### src/rtl/uart_rx_fsm_if.sv
// Handshake bundle between the UART receive controller and its line, checkers,
// sampler and deserializer. The slave side is the controller itself.
interface uart_rx_fsm_if;
  logic       RX_IN;
  logic       PAR_EN;
  logic [5:0] Prescale;
  logic       strt_glitch;
  logic       par_err;
  logic       stp_err;
  logic [5:0] edge_cnt;
  logic [3:0] bit_cnt;
  logic       dat_samp_en;
  logic       strt_chk_en;
  logic       par_chk_en;
  logic       stp_chk_en;
  logic       deser_en;
  logic       data_valid;

  modport master (
    output RX_IN, PAR_EN, Prescale, strt_glitch, par_err, stp_err,
    input  edge_cnt, bit_cnt, dat_samp_en, strt_chk_en, par_chk_en,
           stp_chk_en, deser_en, data_valid
  );

  modport slave (
    input  RX_IN, PAR_EN, Prescale, strt_glitch, par_err, stp_err,
    output edge_cnt, bit_cnt, dat_samp_en, strt_chk_en, par_chk_en,
           stp_chk_en, deser_en, data_valid
  );
endinterface

### src/rtl/uart_rx_fsm.sv
// UART receive controller: oversampled bit timing, check/shift strobes and the
// frame-good pulse. Prescale and PAR_EN are captured when a frame leaves IDLE.
module uart_rx_fsm (
  input logic           CLK,
  input logic           RST,
  uart_rx_fsm_if.slave  bus
);

  typedef enum logic [2:0] {
    IDLE   = 3'd0,
    START  = 3'd1,
    DATA   = 3'd2,
    PARITY = 3'd3,
    STOP   = 3'd4
  } state_t;

  state_t     state_r;
  logic [5:0] presc_r;
  logic       par_en_r;
  logic       err_r;
  logic [5:0] edge_cnt_r;
  logic [3:0] bit_cnt_r;
  logic       dat_samp_en_r;
  logic       strt_chk_en_r;
  logic       par_chk_en_r;
  logic       stp_chk_en_r;
  logic       deser_en_r;
  logic       data_valid_r;

  logic       prescale_ok_s;
  logic [5:0] pre_chk_s;
  logic [5:0] last_s;
  logic       last_edge_s;
  logic       pre_chk_hit_s;
  logic [5:0] edge_inc_s;

  assign prescale_ok_s = (bus.Prescale == 6'd8) || (bus.Prescale == 6'd16) ||
                         (bus.Prescale == 6'd32);
  // Strobes are registered, so they are armed one edge ahead of the check edge.
  assign pre_chk_s     = {1'b0, presc_r[5:1]} + 6'd1;
  assign last_s        = presc_r - 6'd1;
  assign last_edge_s   = (edge_cnt_r == last_s);
  assign pre_chk_hit_s = (edge_cnt_r == pre_chk_s);
  assign edge_inc_s    = edge_cnt_r + 6'd1;

  // Frame state machine with registered counters and strobes.
  always_ff @(posedge CLK or negedge RST) begin
    if (!RST) begin
      state_r       <= IDLE;
      presc_r       <= 6'd0;
      par_en_r      <= 1'b0;
      err_r         <= 1'b0;
      edge_cnt_r    <= 6'd0;
      bit_cnt_r     <= 4'd0;
      dat_samp_en_r <= 1'b0;
      strt_chk_en_r <= 1'b0;
      par_chk_en_r  <= 1'b0;
      stp_chk_en_r  <= 1'b0;
      deser_en_r    <= 1'b0;
      data_valid_r  <= 1'b0;
    end else begin
      strt_chk_en_r <= (state_r == START)  && pre_chk_hit_s;
      deser_en_r    <= (state_r == DATA)   && pre_chk_hit_s;
      par_chk_en_r  <= (state_r == PARITY) && pre_chk_hit_s;
      stp_chk_en_r  <= (state_r == STOP)   && pre_chk_hit_s;
      data_valid_r  <= 1'b0;

      case (state_r)
        IDLE: begin
          edge_cnt_r <= 6'd0;
          bit_cnt_r  <= 4'd0;
          if (!bus.RX_IN && prescale_ok_s) begin
            state_r       <= START;
            presc_r       <= bus.Prescale;
            par_en_r      <= bus.PAR_EN;
            err_r         <= 1'b0;
            dat_samp_en_r <= 1'b1;
          end else begin
            dat_samp_en_r <= 1'b0;
          end
        end

        START: begin
          if (last_edge_s) begin
            edge_cnt_r <= 6'd0;
            bit_cnt_r  <= 4'd0;
            if (bus.strt_glitch) begin
              state_r       <= IDLE;
              dat_samp_en_r <= 1'b0;
            end else begin
              state_r <= DATA;
            end
          end else begin
            edge_cnt_r <= edge_inc_s;
          end
        end

        DATA: begin
          if (last_edge_s) begin
            edge_cnt_r <= 6'd0;
            if (bit_cnt_r == 4'd7) begin
              bit_cnt_r <= 4'd0;
              state_r   <= par_en_r ? PARITY : STOP;
            end else begin
              bit_cnt_r <= bit_cnt_r + 4'd1;
            end
          end else begin
            edge_cnt_r <= edge_inc_s;
          end
        end

        PARITY: begin
          if (last_edge_s) begin
            edge_cnt_r <= 6'd0;
            err_r      <= bus.par_err;
            state_r    <= STOP;
          end else begin
            edge_cnt_r <= edge_inc_s;
          end
        end

        STOP: begin
          if (last_edge_s) begin
            edge_cnt_r   <= 6'd0;
            data_valid_r <= !bus.stp_err && !err_r;
            // A low line here is the next start bit; timing stays as latched.
            if (!bus.RX_IN) begin
              state_r <= START;
              err_r   <= 1'b0;
            end else begin
              state_r       <= IDLE;
              dat_samp_en_r <= 1'b0;
            end
          end else begin
            edge_cnt_r <= edge_inc_s;
          end
        end

        default: begin
          state_r       <= IDLE;
          edge_cnt_r    <= 6'd0;
          bit_cnt_r     <= 4'd0;
          dat_samp_en_r <= 1'b0;
        end
      endcase
    end
  end

  assign bus.edge_cnt    = edge_cnt_r;
  assign bus.bit_cnt     = bit_cnt_r;
  assign bus.dat_samp_en = dat_samp_en_r;
  assign bus.strt_chk_en = strt_chk_en_r;
  assign bus.par_chk_en  = par_chk_en_r;
  assign bus.stp_chk_en  = stp_chk_en_r;
  assign bus.deser_en    = deser_en_r;
  assign bus.data_valid  = data_valid_r;

endmodule

### src/flat_wrapper.sv
// flat-port wrapper written by rule: the top's interface ports become plain ports
module uart_rx_fsm_flat 
  (CLK, RST, bus_RX_IN, bus_PAR_EN, bus_Prescale, bus_strt_glitch, bus_par_err, bus_stp_err, bus_edge_cnt, bus_bit_cnt, bus_dat_samp_en, bus_strt_chk_en, bus_par_chk_en, bus_stp_chk_en, bus_deser_en, bus_data_valid);
  uart_rx_fsm_if bus_i ();
  input logic CLK;
  input logic RST;
  input wire logic [$bits(bus_i.RX_IN)-1:0] bus_RX_IN;
  input wire logic [$bits(bus_i.PAR_EN)-1:0] bus_PAR_EN;
  input wire logic [$bits(bus_i.Prescale)-1:0] bus_Prescale;
  input wire logic [$bits(bus_i.strt_glitch)-1:0] bus_strt_glitch;
  input wire logic [$bits(bus_i.par_err)-1:0] bus_par_err;
  input wire logic [$bits(bus_i.stp_err)-1:0] bus_stp_err;
  output wire logic [$bits(bus_i.edge_cnt)-1:0] bus_edge_cnt;
  output wire logic [$bits(bus_i.bit_cnt)-1:0] bus_bit_cnt;
  output wire logic [$bits(bus_i.dat_samp_en)-1:0] bus_dat_samp_en;
  output wire logic [$bits(bus_i.strt_chk_en)-1:0] bus_strt_chk_en;
  output wire logic [$bits(bus_i.par_chk_en)-1:0] bus_par_chk_en;
  output wire logic [$bits(bus_i.stp_chk_en)-1:0] bus_stp_chk_en;
  output wire logic [$bits(bus_i.deser_en)-1:0] bus_deser_en;
  output wire logic [$bits(bus_i.data_valid)-1:0] bus_data_valid;
  assign bus_i.RX_IN = bus_RX_IN;
  assign bus_i.PAR_EN = bus_PAR_EN;
  assign bus_i.Prescale = bus_Prescale;
  assign bus_i.strt_glitch = bus_strt_glitch;
  assign bus_i.par_err = bus_par_err;
  assign bus_i.stp_err = bus_stp_err;
  assign bus_edge_cnt = bus_i.edge_cnt;
  assign bus_bit_cnt = bus_i.bit_cnt;
  assign bus_dat_samp_en = bus_i.dat_samp_en;
  assign bus_strt_chk_en = bus_i.strt_chk_en;
  assign bus_par_chk_en = bus_i.par_chk_en;
  assign bus_stp_chk_en = bus_i.stp_chk_en;
  assign bus_deser_en = bus_i.deser_en;
  assign bus_data_valid = bus_i.data_valid;
  uart_rx_fsm u_core (.CLK(CLK), .RST(RST), .bus(bus_i));
endmodule
### config.mk
export PLATFORM = sky130hd
export DESIGN_NAME = uart_rx_fsm_flat
export DESIGN_NICKNAME = d
export VERILOG_FILES = /design/src/rtl/uart_rx_fsm_if.sv /design/src/rtl/uart_rx_fsm.sv /design/src/flat_wrapper.sv
export SDC_FILE = /design/constraint.sdc
export NUM_CORES = 1
export LEC_CHECK = 0
export ABC_AREA = 1
export CORE_MARGIN = 3
export CORE_UTILIZATION = 57
export DETAILED_ROUTE_END_ITERATION = 10
export HOLD_SLACK_MARGIN = 0.08
export PLACE_DENSITY = 0.84
export SKIP_LAST_GASP = 1
export SLEW_MARGIN = 20
export SYNTH_ARGS = -nofsm -noshare
export SYNTH_HDL_FRONTEND = slang
export SYNTH_SLANG_ARGS = --single-unit
### constraint.sdc
create_clock -name CLK -period 4.1 [get_ports CLK]
set_input_delay 0.82 -clock CLK [delete_from_list [all_inputs] [get_ports CLK]]
set_output_delay 0.82 -clock CLK [all_outputs]
set_load 0.1 [all_outputs]
==> impl_metrics.ini <==
[clock_tree]
numCtsBuffers = 3
worstSkewPairLatency_ns = 0.34
clk_transition_reported_paths_ns = 0.15
root_buffer = clkbuf_4
cts_resized = 0
clock_path_buffers = 2
postCtsSetupBuffers = 0
h-tree-depth = 1
cts_tree = built
holdBufCountCts = 0
cts_sinks = 27

[logic_synthesis]
yosys_register_bits = 27
postSynthAreaPerCell_um2 = 7.56
syn_nets = 252
synthesis.area_mm2 = 0.00177
synth.distinct_cells = 34
yosysWarningCount = 0
seq_area_frac_synth_pct = 38.2
synthCells = 234

[worst_setup_path]
startpoint_type = register
cp_top_family = buffers and inverters
max_stage_delay_ns = 1.19
critPathArrivalTime_ns = 2.07
worstRegToRegCells = 13
cp_slowest_cell = clkdlybuf4s50_1
crit_chain = clkdlybuf4s50_1
required_ns = 3.28
r2r_start = u_core.presc_r[1]
end_kind = output pin
cp_num_buf_inv = 1
regToRegSetupSlack_ns = 2.08
path_class = reg2out
cp_max_fo = 6
r2r-end = u_core.state_r[0]

[global_routing]
antenna_found_initial = 0
gr-usage-all-layers_pct = 22.5
grt_overflow = 0
grt_pass1_wl_um = 6300
grt_max_degree = 28
grt_pass1_vias = 1419

[sta]
tightest_slew_ns = 0.973
worst_slack_ns = 1.21
finalSetupTns_ns = 0
max_slew_margin_pct = 34.9
holdWs_ns = 0.457
fin_crit_ns = 2.89
fin_skew_ns = 0.00219
hold_viol = 0
clock.fmax_mhz = 346
min_period_over_period_pct = 70.4
slew_viol_final = 0
rsz0062_at_grt = no
setup_viol = 0

[worst_hold_path]
whs_path_depth = 1
worstHoldStart = u_core.err_r
min_to = u_core.bus.data_valid
hp-class = reg2reg

[placed_design]
hpwlAfterDp_um = 2940
globalplace.congestion = 0.915
dp_slack_ns = 1.60
io_buffers = 28

[route]
drc = 0
vias_per_cell = 5.32
initialDrtViolationCount = 76
drt_first_pass_iters = 4
ant_nets = 0
vias = 1575
drt_wl_total_um = 3700
avgRoutedWirePerCell_um = 12.5

[final_layout]
antenna_cells = 0
final_core_util_pct = 73.9
drive_gt1_share_pct = 16.6
nFillCells = 235
num-nets-final = 284
layout_common_cells = nand2_1 (60), clkdlybuf4s50_1 (28), nor2_1 (27), dfrtp_1 (27), inv_1 (23)
mostFrequentLayoutCell = nand2_1
syn_to_final_growth_pct = 19.1

[power]
worst_ir_drop_vdd_uv = 404
cellPowerDensity_mw_per_mm2 = 549
p_leak_nw = 1.03

[die]
start_util_pct = 62.0
fp-row-count = 19
fp.dieW_um = 61.7
die_area_mm2 = 0.00381
coreArea_mm2 = 0.00285
io_pins = 29
die_h_um = 61.7

[run]
max_cap_violations = 0

[status]
status = completed
[layer usage]
layer	vias to the layer above	routed length [µm]	track usage, %
li1	805	-	-
met1	715	1700	31.9
met2	49	1740	35.6
met3	6	213	2.69
met4	0	55	8.18
met5	-	0	0
[worst max-delay path by stage]
stage               cells past startpoint  slack, ns              startpoint                     to
floorplan                              11       2.01  u_core.bus.edge_cnt[1]  u_core.bus.bit_cnt[3]
global placement                        1       1.62  u_core.bus.edge_cnt[4]        bus_edge_cnt[4]
detailed placement                      1       1.60  u_core.bus.edge_cnt[4]        bus_edge_cnt[4]
CTS                                     1       1.20  u_core.bus.edge_cnt[4]        bus_edge_cnt[4]
global route                            1       1.15  u_core.bus.edge_cnt[4]        bus_edge_cnt[4]
finish                                  1       1.21  u_core.bus.edge_cnt[4]        bus_edge_cnt[4]
[layout make-up]
cell class / instances / area, µm² / share of cell area (%)
clock buffers: 3 / 22.5 / 1.07
clock inverters: 1 / 5.00 / 0.238
inverters: 36 / 135 / 6.41
multi-input cells: 169 / 942 / 44.7
flip-flops and latches: 27 / 676 / 32.1
well taps: 31 / 38.8 / 1.84
repair buffers: 29 / 288 / 13.7
[report_power, final]
group          switching [W]  total (W)  internal, W  leakage [nW]
combinational       0.000438   0.000646     0.000208         0.652
clock              0.0000855   0.000122    0.0000369        0.0177
sequential         0.0000730   0.000390     0.000317         0.363
[synthesized netlist by cell type (all sizes together)]
| master | count | area (µm²) |
|---|---|---|
| a31o | 1 | 8.76 |
| nor2 | 34 | 170 |
| buf | 2 | 16.3 |
| nand2 | 68 | 280 |
| dfrtp | 27 | 676 |
| inv | 36 | 135 |
| xnor2 | 5 | 43.8 |
| nand4 | 9 | 56.3 |
| nand3b | 1 | 20.0 |
| and3 | 1 | 6.26 |
| o21bai | 2 | 15.0 |
| nor3 | 6 | 35.0 |
| xor2 | 2 | 17.5 |
| nand3 | 10 | 67.6 |
| o21ai | 16 | 87.6 |
| o31ai | 1 | 7.51 |
| or2 | 3 | 18.8 |
| ha | 5 | 62.6 |
| nor4 | 2 | 18.8 |
| a21oi | 3 | 26.3 |
[cell families after synthesis]
group / count (synthesis) / share of synthesized area [%]
flip-flops: 27 / 38.2
buffers and inverters: 38 / 8.56
XOR/XNOR: 7 / 3.47
AO/OA/AOI/OAI: 23 / 8.20
adder cells (fa/ha/maj): 5 / 3.54
AND/OR/NAND/NOR: 134 / 38.0
[per-stage QoR]
stage / power, W / cell area (µm²) / cells
4_1_cts: 0.00116 / 2110 / 296
2_1_floorplan: 0.000910 / 1770 / 234
5_1_grt: 0.00125 / 2110 / 296
3_3_place_gp: 0.00103 / 2080 / 292
6_report: 0.00116 / 2110 / 296
3_5_place_dp: 0.00104 / 2080 / 292
[state kept, by name (all words and copies together), names as in the netlist]
signal / cells
u_core.state_r: 3
u_core.bus.strt_chk_en: 1
u_core.bus.bit_cnt: 4
u_core.bus.dat_samp_en: 1
u_core.bus.deser_en: 1
u_core.bus.edge_cnt: 6
u_core.bus.data_valid: 1
u_core.err_r: 1
u_core.presc_r: 6
u_core.par_en_r: 1
u_core.bus.stp_chk_en: 1
u_core.bus.par_chk_en: 1
No activity file was read; power rests on OpenSTA's default activity.
